$ cat config.mk
export PLATFORM = sky130hd
export DESIGN_NAME = src_pkt_gen_flat
export DESIGN_NICKNAME = d
export VERILOG_FILES = /design/src/rtl/src_pkt_gen_pkg.sv /design/src/rtl/src_pkt_gen_if.sv /design/src/rtl/src_pkt_gen_rate_ctrl.sv /design/src/rtl/src_pkt_gen.sv /design/src/flat_wrapper.sv
export SDC_FILE = /design/constraint.sdc
export NUM_CORES = 1
export LEC_CHECK = 0
export BUFFER_PORTS_ARGS = -buffer_cell sky130_fd_sc_hd__buf_2
export CORE_MARGIN = 5
export CORE_UTILIZATION = 56
export DETAILED_ROUTE_END_ITERATION = 10
export GPL_TIMING_DRIVEN = 0
export HOLD_SLACK_MARGIN = 0.12
export PLACE_DENSITY = 0.92
export SYNTH_ARGS = -nofsm -noshare
export SYNTH_HDL_FRONTEND = slang
export SYNTH_SLANG_ARGS = --single-unit
$ cat constraint.sdc
create_clock -name clk -period 3.7 [get_ports clk]
set_clock_uncertainty 0.2 [all_clocks]
set_input_delay 0.74 -clock clk [delete_from_list [all_inputs] [get_ports clk]]
set_output_delay 0.74 -clock clk [all_outputs]
set_load 0.02 [all_outputs]
$ cat src/rtl/src_pkt_gen_pkg.sv
// Shared types, constants and helpers for the NoC packet traffic source.
package lynx_tg_pkg;

  typedef enum logic [1:0] {
    IDLE = 2'd0,
    SEND = 2'd1,
    DONE = 2'd2
  } tg_state_e;

  localparam int DEST_MODE_RR   = 0;
  localparam int DEST_MODE_RAND = 1;

  localparam int SOP_EOP_W  = 2;
  localparam int SRC_ID_W   = 8;
  localparam int FLIT_IDX_W = 4;

  // The sequence number takes every flit bit not claimed by the fixed fields.
  function automatic int seq_width(input int width, input int n_addr_w, input int vc_addr_w);
    return width - SOP_EOP_W - SRC_ID_W - FLIT_IDX_W - 2 * n_addr_w - vc_addr_w;
  endfunction

  // Right-shifting Galois form of x^16 + x^14 + x^13 + x^11.
  function automatic logic [15:0] lfsr16_next(input logic [15:0] cur);
    return cur[0] ? ((cur >> 1) ^ 16'hB400) : (cur >> 1);
  endfunction

endpackage

$ cat src/rtl/src_pkt_gen_if.sv
// Flit link from the traffic source towards a router input port.
interface src_pkt_gen_if #(
  parameter int WIDTH         = 36,
  parameter int N_ADDR_WIDTH  = 4,
  parameter int VC_ADDR_WIDTH = 1
);
  logic [WIDTH-1:0]         data_out;
  logic [N_ADDR_WIDTH-1:0]  dest_out;
  logic [VC_ADDR_WIDTH-1:0] vc_out;
  logic                     sop_out;
  logic                     eop_out;
  logic                     valid_out;
  logic                     ready_in;

  modport master (
    output data_out, dest_out, vc_out, sop_out, eop_out, valid_out,
    input  ready_in
  );

  modport slave (
    input  data_out, dest_out, vc_out, sop_out, eop_out, valid_out,
    output ready_in
  );
endinterface

$ cat src/rtl/src_pkt_gen_rate_ctrl.sv
// Token accumulator pacing packet starts to RATE_NUM per RATE_DEN cycles.
module tg_rate_ctrl #(
  parameter int RATE_NUM = 1,
  parameter int RATE_DEN = 1
) (
  input  logic clk,
  input  logic rst_n,
  input  logic consume,
  output logic eligible
);
  import lynx_tg_pkg::*;

  localparam int TOK_MAX = 2 * RATE_DEN - 1;
  localparam int TW      = $clog2(2 * RATE_DEN + RATE_NUM + 1);

  logic [TW-1:0] tok;
  logic [TW-1:0] tok_sum;
  logic [TW-1:0] tok_next;

  // consume is only raised while eligible, so the subtraction cannot underflow.
  always_comb begin
    tok_sum = tok + TW'(RATE_NUM);
    if (consume) tok_sum = tok_sum - TW'(RATE_DEN);
    tok_next = (tok_sum > TW'(TOK_MAX)) ? TW'(TOK_MAX) : tok_sum;
  end

  assign eligible = (tok >= TW'(RATE_DEN));

  always_ff @(posedge clk or negedge rst_n) begin
    if (!rst_n) tok <= '0;
    else        tok <= tok_next;
  end

endmodule

$ cat src/rtl/src_pkt_gen.sv
// Multi-flit NoC traffic source: rate-paced packet injection with RR or LFSR
// destination choice, sop/eop/index/sequence tagging and a done flag.
module src_pkt_gen
  import lynx_tg_pkg::*;
#(
  parameter int          WIDTH         = 36,
  parameter int          N             = 16,
  parameter int          NUM_VC        = 2,
  parameter int          N_ADDR_WIDTH  = $clog2(N),
  parameter int          VC_ADDR_WIDTH = $clog2(NUM_VC),
  parameter logic [7:0]  ID            = 8'd0,
  parameter int          NODE          = 15,
  parameter int          NUM_DEST      = 4,
  parameter int unsigned DEST [NUM_DEST] = '{NUM_DEST{1}},
  parameter int unsigned VC   [NUM_DEST] = '{NUM_DEST{1}},
  parameter int          PKT_LEN       = 1,
  parameter int          RATE_NUM      = 1,
  parameter int          RATE_DEN      = 1,
  parameter int          DEST_MODE     = 0,
  parameter logic [15:0] SEED          = 16'hACE1,
  parameter int unsigned NUM_TESTS     = 1000
) (
  input  logic         clk,
  input  logic         rst_n,
  src_pkt_gen_if.master link,
  output logic [31:0]  pkt_count,
  output logic         done
);

  localparam int          SEQ_W    = seq_width(WIDTH, N_ADDR_WIDTH, VC_ADDR_WIDTH);
  localparam int          IDX_W    = (NUM_DEST > 1) ? $clog2(NUM_DEST) : 1;
  localparam logic [15:0] SEED_EFF = (SEED == 16'd0) ? 16'd1 : SEED;
  localparam logic [3:0]  LAST_IDX = 4'(PKT_LEN - 1);
  localparam logic [1:0]  ST_IDLE  = IDLE;
  localparam logic [1:0]  ST_SEND  = SEND;
  localparam logic [1:0]  ST_DONE  = DONE;

  logic [1:0]               state;
  logic                     valid;
  logic                     sop;
  logic                     eop;
  logic [3:0]               fidx;
  logic [SEQ_W-1:0]         seq;
  logic [N_ADDR_WIDTH-1:0]  dest;
  logic [VC_ADDR_WIDTH-1:0] vc;
  logic [IDX_W-1:0]         rr_idx;
  logic [IDX_W-1:0]         rr_nxt;
  logic [IDX_W-1:0]         sel_idx;
  logic [15:0]              lfsr;
  logic [15:0]              lfsr_nxt;
  logic [N_ADDR_WIDTH-1:0]  dest_sel;
  logic [VC_ADDR_WIDTH-1:0] vc_sel;
  logic                     eligible;
  logic                     xfer;
  logic                     last;
  logic                     more;
  logic                     start;

  tg_rate_ctrl #(
    .RATE_NUM (RATE_NUM),
    .RATE_DEN (RATE_DEN)
  ) u_rate (
    .clk      (clk),
    .rst_n    (rst_n),
    .consume  (start),
    .eligible (eligible)
  );

  assign xfer = valid && link.ready_in;
  assign last = (fidx == LAST_IDX);
  assign more = ((pkt_count + 32'd1) < NUM_TESTS);

  always_comb begin
    start = 1'b0;
    case (state)
      ST_IDLE: start = eligible && (pkt_count != NUM_TESTS);
      ST_SEND: start = xfer && last && more && eligible;
      default: start = 1'b0;
    endcase
  end

  // Random mode indexes with the LFSR value produced by this packet's step.
  assign lfsr_nxt = lfsr16_next(lfsr);
  assign rr_nxt   = (rr_idx == IDX_W'(NUM_DEST - 1)) ? '0 : rr_idx + 1'b1;
  assign sel_idx  = (DEST_MODE == DEST_MODE_RAND) ? IDX_W'(lfsr_nxt % 16'(NUM_DEST)) : rr_idx;
  assign dest_sel = N_ADDR_WIDTH'(DEST[sel_idx]);
  assign vc_sel   = VC_ADDR_WIDTH'(VC[sel_idx]);

  always_ff @(posedge clk or negedge rst_n) begin
    if (!rst_n) begin
      state     <= ST_IDLE;
      valid     <= 1'b0;
      sop       <= 1'b0;
      eop       <= 1'b0;
      fidx      <= '0;
      seq       <= '0;
      dest      <= '0;
      vc        <= '0;
      rr_idx    <= '0;
      lfsr      <= SEED_EFF;
      pkt_count <= '0;
      done      <= 1'b0;
    end else begin
      if (start) begin
        state  <= ST_SEND;
        valid  <= 1'b1;
        sop    <= 1'b1;
        eop    <= (PKT_LEN == 1);
        fidx   <= '0;
        dest   <= dest_sel;
        vc     <= vc_sel;
        rr_idx <= rr_nxt;
        lfsr   <= lfsr_nxt;
      end
      case (state)
        ST_IDLE: begin
          if (pkt_count == NUM_TESTS) begin
            state <= ST_DONE;
            done  <= 1'b1;
          end
        end
        ST_SEND: begin
          if (xfer) begin
            if (!last) begin
              fidx <= fidx + 4'd1;
              sop  <= 1'b0;
              eop  <= ((fidx + 4'd1) == LAST_IDX);
            end else begin
              pkt_count <= pkt_count + 32'd1;
              seq       <= seq + 1'b1;
              if (!start) begin
                valid <= 1'b0;
                sop   <= 1'b0;
                eop   <= 1'b0;
                state <= more ? ST_IDLE : ST_DONE;
                done  <= !more;
              end
            end
          end
        end
        ST_DONE: begin
          valid <= 1'b0;
          done  <= 1'b1;
        end
        default: state <= ST_IDLE;
      endcase
    end
  end

  assign link.valid_out = valid;
  assign link.sop_out   = sop;
  assign link.eop_out   = eop;
  assign link.dest_out  = dest;
  assign link.vc_out    = vc;
  assign link.data_out  = valid ? {sop, eop, N_ADDR_WIDTH'(NODE), dest, vc, ID, fidx, seq} : '0;

endmodule

$ cat src/flat_wrapper.sv
// flat-port wrapper written by rule: the top's interface ports become plain ports
module src_pkt_gen_flat import lynx_tg_pkg::*;
#(
  parameter int          WIDTH         = 36,
  parameter int          N             = 16,
  parameter int          NUM_VC        = 2,
  parameter int          N_ADDR_WIDTH  = $clog2(N),
  parameter int          VC_ADDR_WIDTH = $clog2(NUM_VC),
  parameter logic [7:0]  ID            = 8'd0,
  parameter int          NODE          = 15,
  parameter int          NUM_DEST      = 4,
  parameter int unsigned DEST [NUM_DEST] = '{NUM_DEST{1}},
  parameter int unsigned VC   [NUM_DEST] = '{NUM_DEST{1}},
  parameter int          PKT_LEN       = 1,
  parameter int          RATE_NUM      = 1,
  parameter int          RATE_DEN      = 1,
  parameter int          DEST_MODE     = 0,
  parameter logic [15:0] SEED          = 16'hACE1,
  parameter int unsigned NUM_TESTS     = 1000
)
  (clk, rst_n, pkt_count, done, link_data_out, link_dest_out, link_vc_out, link_sop_out, link_eop_out, link_valid_out, link_ready_in);
  src_pkt_gen_if #(.WIDTH(WIDTH), .N_ADDR_WIDTH(N_ADDR_WIDTH), .VC_ADDR_WIDTH(VC_ADDR_WIDTH)) link_i ();
  input  logic clk;
  input  logic rst_n;
  output logic [31:0] pkt_count;
  output logic done;
  output wire logic [$bits(link_i.data_out)-1:0] link_data_out;
  output wire logic [$bits(link_i.dest_out)-1:0] link_dest_out;
  output wire logic [$bits(link_i.vc_out)-1:0] link_vc_out;
  output wire logic [$bits(link_i.sop_out)-1:0] link_sop_out;
  output wire logic [$bits(link_i.eop_out)-1:0] link_eop_out;
  output wire logic [$bits(link_i.valid_out)-1:0] link_valid_out;
  input wire logic [$bits(link_i.ready_in)-1:0] link_ready_in;
  assign link_data_out = link_i.data_out;
  assign link_dest_out = link_i.dest_out;
  assign link_vc_out = link_i.vc_out;
  assign link_sop_out = link_i.sop_out;
  assign link_eop_out = link_i.eop_out;
  assign link_valid_out = link_i.valid_out;
  assign link_i.ready_in = link_ready_in;
  src_pkt_gen #(.WIDTH(WIDTH), .N(N), .NUM_VC(NUM_VC), .N_ADDR_WIDTH(N_ADDR_WIDTH), .VC_ADDR_WIDTH(VC_ADDR_WIDTH), .ID(ID), .NODE(NODE), .NUM_DEST(NUM_DEST), .DEST(DEST), .VC(VC), .PKT_LEN(PKT_LEN), .RATE_NUM(RATE_NUM), .RATE_DEN(RATE_DEN), .DEST_MODE(DEST_MODE), .SEED(SEED), .NUM_TESTS(NUM_TESTS)) u_core (.clk(clk), .rst_n(rst_n), .link(link_i), .pkt_count(pkt_count), .done(done));
endmodule
Word-level counts from Yosys, hierarchy flattened
Cells that the tools add are included.

Bits in read-only memories: 0. Register bits: 64. RAM bits: 0. Output and inout port bits: 77. Bits in latches: 0. Logic and storage cells: 83. Memories kept: 0. Bits of input ports: 3.

Divide/modulo/power cells: 0. Equality and inequality tests: 9. Multiplexer cells: 39. Shift-type cells: 0. Add/sub/neg operators: 6. Reductions and logical operators: 12. Bitwise logic cells: 1. Multiply operators: 0. $lt $le $gt $ge: 4.

Operators by type and width (number): 32-bit binary-select mux with 2-bit select (1); 36-bit two-way mux (1); 32-bit by 1-bit adder with 32-bit output, second input constant (1); 32-bit by 10-bit equality test with 1-bit output, second input constant (1); 32-bit by 10-bit < comparator with 1-bit output, second input constant (1); 32-bit by 10-bit inequality test with 1-bit output, second input constant (1); 4-bit two-way mux (6); 1-bit two-way mux (18); 2-bit two-way mux (9); 13-bit by 1-bit adder with 13-bit output, second input constant (1); 4-bit zero test (2); 2-bit by 1-bit inequality test with 1-bit output, second input constant (3); 2-bit case mux with 3 select lines (1); 1-bit logical AND (5); 5-bit AND reduction (1); 2-bit by 1-bit adder with 2-bit output, second input constant (2); 4-bit by 1-bit adder with 4-bit output, second input constant (1); 2-bit equality test, second input constant (2); 1-bit case mux with 2 select lines (2); 3-bit >= comparator, second input constant (1); 2-bit inverter with 3-bit output (1); 1-bit case mux with 3 select lines (1); 3-bit AND reduction (1); 3-bit nonzero test (1); 7 further kinds (7).

Logic depth before layout (Yosys ltp)
Depth after elaboration: 10. Gate-level depth with buffers: 12. Gate-level depth less buffers: 10.

By module
A second synthesis with hierarchy kept.

Cells, all modules: 413. Area, all modules: 3782.4 sq um.

Modules (own cells, without submodules): src_pkt_gen (seq. area each 1401.3 sq um, area each 3689.8 sq um, cells each 404, times used 1); tg_rate_ctrl (seq. area each 50.0 sq um, area each 92.6 sq um, cells each 9, times used 1).

Worst setup path before layout
No wires, ideal clock.

Path type: register -> register. Start: register u_core.pkt_count[1]. End: register u_core.u_rate.tok[0]. Path slack: 858 ps. Data arrival time: 2563 ps. Path buffers: 0. Library setup time: 79 ps. Stages on the path, launching flop included: 10. Cells stage by stage: dfrtp_1 -> ha_1 -> nand3_2 -> or3_4 -> nor3_2 -> nand3_1 -> a2111oi_4 -> nand2_4 -> o21bai_4 -> mux2i_1.

Word-level cells in the longest chain between the ends: 8. Elaborated cells between the ends (all ways): 10.

RTL lines: start: declaration (RTL line src_pkt_gen.sv:26) `output logic [31:0] pkt_count,`; start signal: assignment (RTL line src_pkt_gen.sv:129) `pkt_count <= pkt_count + 32'd1;`; 32-bit by 1-bit adder with 32-bit output (RTL line src_pkt_gen.sv:71) `assign more = ((pkt_count + 32'd1) < NUM_TESTS);`; 32-bit by 10-bit < comparator with 1-bit output (RTL line src_pkt_gen.sv:71); 1-bit logical AND (2 in series) (RTL line src_pkt_gen.sv:77) `ST_SEND: start = xfer && last && more && eligible;`; 1-bit case mux with 2 select lines * (RTL line src_pkt_gen.sv:75) `case (state)`; 2-bit two-way mux * (RTL line src_pkt_gen_rate_ctrl.sv:23) `if (consume) tok_sum = tok_sum - TW'(RATE_DEN);`; 2-bit by 1-bit > comparator with 1-bit output (RTL line src_pkt_gen_rate_ctrl.sv:24) `tok_next = (tok_sum > TW'(TOK_MAX)) ? TW'(TOK_MAX) : tok_sum;`; 2-bit two-way mux * (RTL line src_pkt_gen_rate_ctrl.sv:24); named net u_core.u_rate.tok_next[0] (RTL line src_pkt_gen_rate_ctrl.sv:18) `logic [TW-1:0] tok_next;`; end signal: assignment (RTL line src_pkt_gen_rate_ctrl.sv:31) `else tok <= tok_next;`; end: declaration (RTL line src_pkt_gen_rate_ctrl.sv:16) `logic [TW-1:0] tok;`.

Mark *: on every way through the listed nets, which the timed path passes. The rest lies on a longest branch. A chain may end at the register's enable or synchronous reset.

Final worst setup path
Start: register u_core.pkt_count[0]. End: register u_core.u_rate.tok[0].

The elaborated chain is that of the path after synthesis.

==> reports/metrics.cfg <==
[critical_path]
critPathCaptureType=register
crit_required_ps=3770
criticalPathCategory=register to register
crit_family=simple AND/OR/NAND/NOR gates
critPathArrivalTime_ps=3370
critPathMaxFanout=6
crit_chain=ha_1, nand3_2, nor2_1, and3_1, nand3_1, a211oi_1, nand2_1, o21bai_4, mux2i_1
start_kind=register
crit_path_top_delay_cell=a211oi_1
crit_path_max_incr_delay_ps=590
critPathBufInv=0

[clock_tree]
cts_buffers=9
root_buffer=clkbuf_8
cts_tree=yes
cts_resized=0
cts_sinks=58
path_clk_slew_ps=70
hold_buffers=0
clk_latency_ps=350
cts_max_path_buffers=2
htree_levels=3
post_cts_buffers=0

[sta]
fmax_mhz=303
post-route-period-util_pct=89.1
report.final.slew_viol_count=0
setup_violations=0
hold_viol_final=0
worstMarginPinSlew_ps=751
period_minus_slack_ps=3300
finalSetupTns_ps=0
maxSlewHeadroom_pct=49.9
rsz0062_at_grt=false

[placement]
hpwl_microns=7120
dp.cells=608
placedInstanceArea_sq_um=4400
port_buffers=65
gp_congestion=0.940

[route]
drc=0
first_iter_violations=326
wl_per_cell_microns=15.8
ant_nets=0
vias=3516
drtPass1Iterations=6
vias_per_cell=5.63
routed_wirelength_microns=9870

[floorplan]
initial_core_util_pct=57.4
die_w_microns=93.5
ioPinCount=80
row_count=30
die_h_microns=93.5
die_area_sq_um=8740
coreArea_sq_um=6790

[power_and_ir_drop]
power.density_nw_per_um2=331
power_leakage_nw=2.26
ir_drop_mv=0.232

[yosys]
synth_seq_area_share_pct=37.2
synth_flop_cell=dfrtp_1
ys.warnings.count=0
synth_cell_types=67
synthArstFlopShare_pct=100
ys_ff_latch=58
yosysTopAreaCell=dfrtp_1
synth.top_cells.by_count=dfrtp_1, nand2_1, nor2_1, xnor2_1, buf_4
synth_area_sq_um=3900
syn_inst=433
ys_top_cells_by_area=dfrtp_1, xnor2_1, buf_4
synth_edf_count=0
syn_area_per_cell_sq_um=9.01
synth.top_cell.area_share_pct=37.2
yosysMostFrequentCell=dfrtp_1

[cells_and_area]
instances_no_fill=624
fillers=509
ff_latch_area_sq_um=1450
multi_input_area_sq_um=2190
nets=536
stdcell_area_sq_um=4690
diodes=0
layout-drive-gt1-share_pct=24.2
area_growth_pct=20.1

[grt]
overflow=0
grt_usage_pct=23.3
grt_pass1_wl_microns=16200
grt_pass1_vias=3286
grt_max_degree=59
antenna_found_initial=0

[run]
maxCapViolCount=0

[hold_path]
min_path_type=primary input to async pin

[outcome]
outcome=finished clean

-- kinds of logic after synthesis --
| kind of cell | Yosys count | share of synthesized area (%) |
|---|---|---|
| DFF | 58 | 37.2 |
| buffers and inverters | 57 | 7.95 |
| muxes | 5 | 1.31 |
| and+or+nand+nor | 204 | 29.7 |
| xor gates and xnor gates | 51 | 11.4 |
| other | 1 | 0.0961 |
| adders and majority gates | 10 | 3.21 |
| AOI/OAI and AO/OA | 47 | 9.11 |
-- stage by stage --
step	power [mW]	setup WS [ps]	hold slack (ps)	utilization, %
after detailed placement	0.721	511	259	64.8
after global placement	0.717	622	252	64.8
after global routing	1.59	179	294	69.0
after CTS	1.55	465	270	69.0
after floorplan	0.701	858	234	-
final	1.55	402	254	69.0
-- layer usage --
metal / global-route usage (%) / vias to the layer above / part of all wire, %
li1: - / 1653 / -
met1: 31.3 / 1676 / 42
met2: 37.9 / 158 / 49
met3: 4.18 / 29 / 7.3
met4: 7.69 / 0 / 1.8
met5: 0 / - / 0
-- registers in the layout, indices dropped and copies added (netlist names) --
register,count
u_core.pkt_count,32
u_core.link.sop_out,1
u_core.seq,13
u_core.done,1
u_core.state,2
u_core.link.valid_out,1
u_core.link.eop_out,1
u_core.u_rate.tok,2
u_core.link.dest_out,1
u_core.fidx,4
-- placed cells by master (no fill, tap or decap), drive strengths merged, types with 12 or more instances in the layout --
cell type | synthesis | routed
and2 | 23 | 23
and3 | 13 | 13
nor2 | 37 | 37
dfrtp | 58 | 58
buf | 27 | 92
clkbuf | 17 | 29
xor2 | 14 | 14
nand2 | 42 | 42
conb | 1 | 15
nand4 | 21 | 21
o21ai | 12 | 12
nand3 | 23 | 23
xnor2 | 37 | 37
inv | 13 | 13
-- layout make-up --
class | count | area share (%)
plain buffers | 44 | 5.58
clock buffers | 12 | 3.52
clock inverters | 4 | 2.56
inverters | 13 | 1.04
multi-input cells | 332 | 46.8
flip-flops and latches | 58 | 31.0
well taps | 96 | 2.56
repair buffers | 65 | 6.99
-- final timing paths --
path	startpoint	to	slack (ps)	cells after the start
setup / recovery	u_core.pkt_count[0]	u_core.u_rate.tok[0]	400	9
hold / removal	rst_n	u_core.pkt_count[20]	250	1
setup reg to reg	u_core.pkt_count[0]	u_core.u_rate.tok[0]	400	9
hold reg to reg	u_core.seq[12]	u_core.seq[12]	270	1
max in group asynchronous	rst_n	u_core.state[1]	2530	1
min in group clk	u_core.seq[12]	u_core.seq[12]	270	1
-- power by group --
part           leakage, nW  switching [mW]  internal, mW
logic                 1.36          0.0455        0.0230
clock network        0.143           0.269         0.571
registers            0.763         0.00275         0.640
No activity file was read; power rests on OpenSTA's default activity.
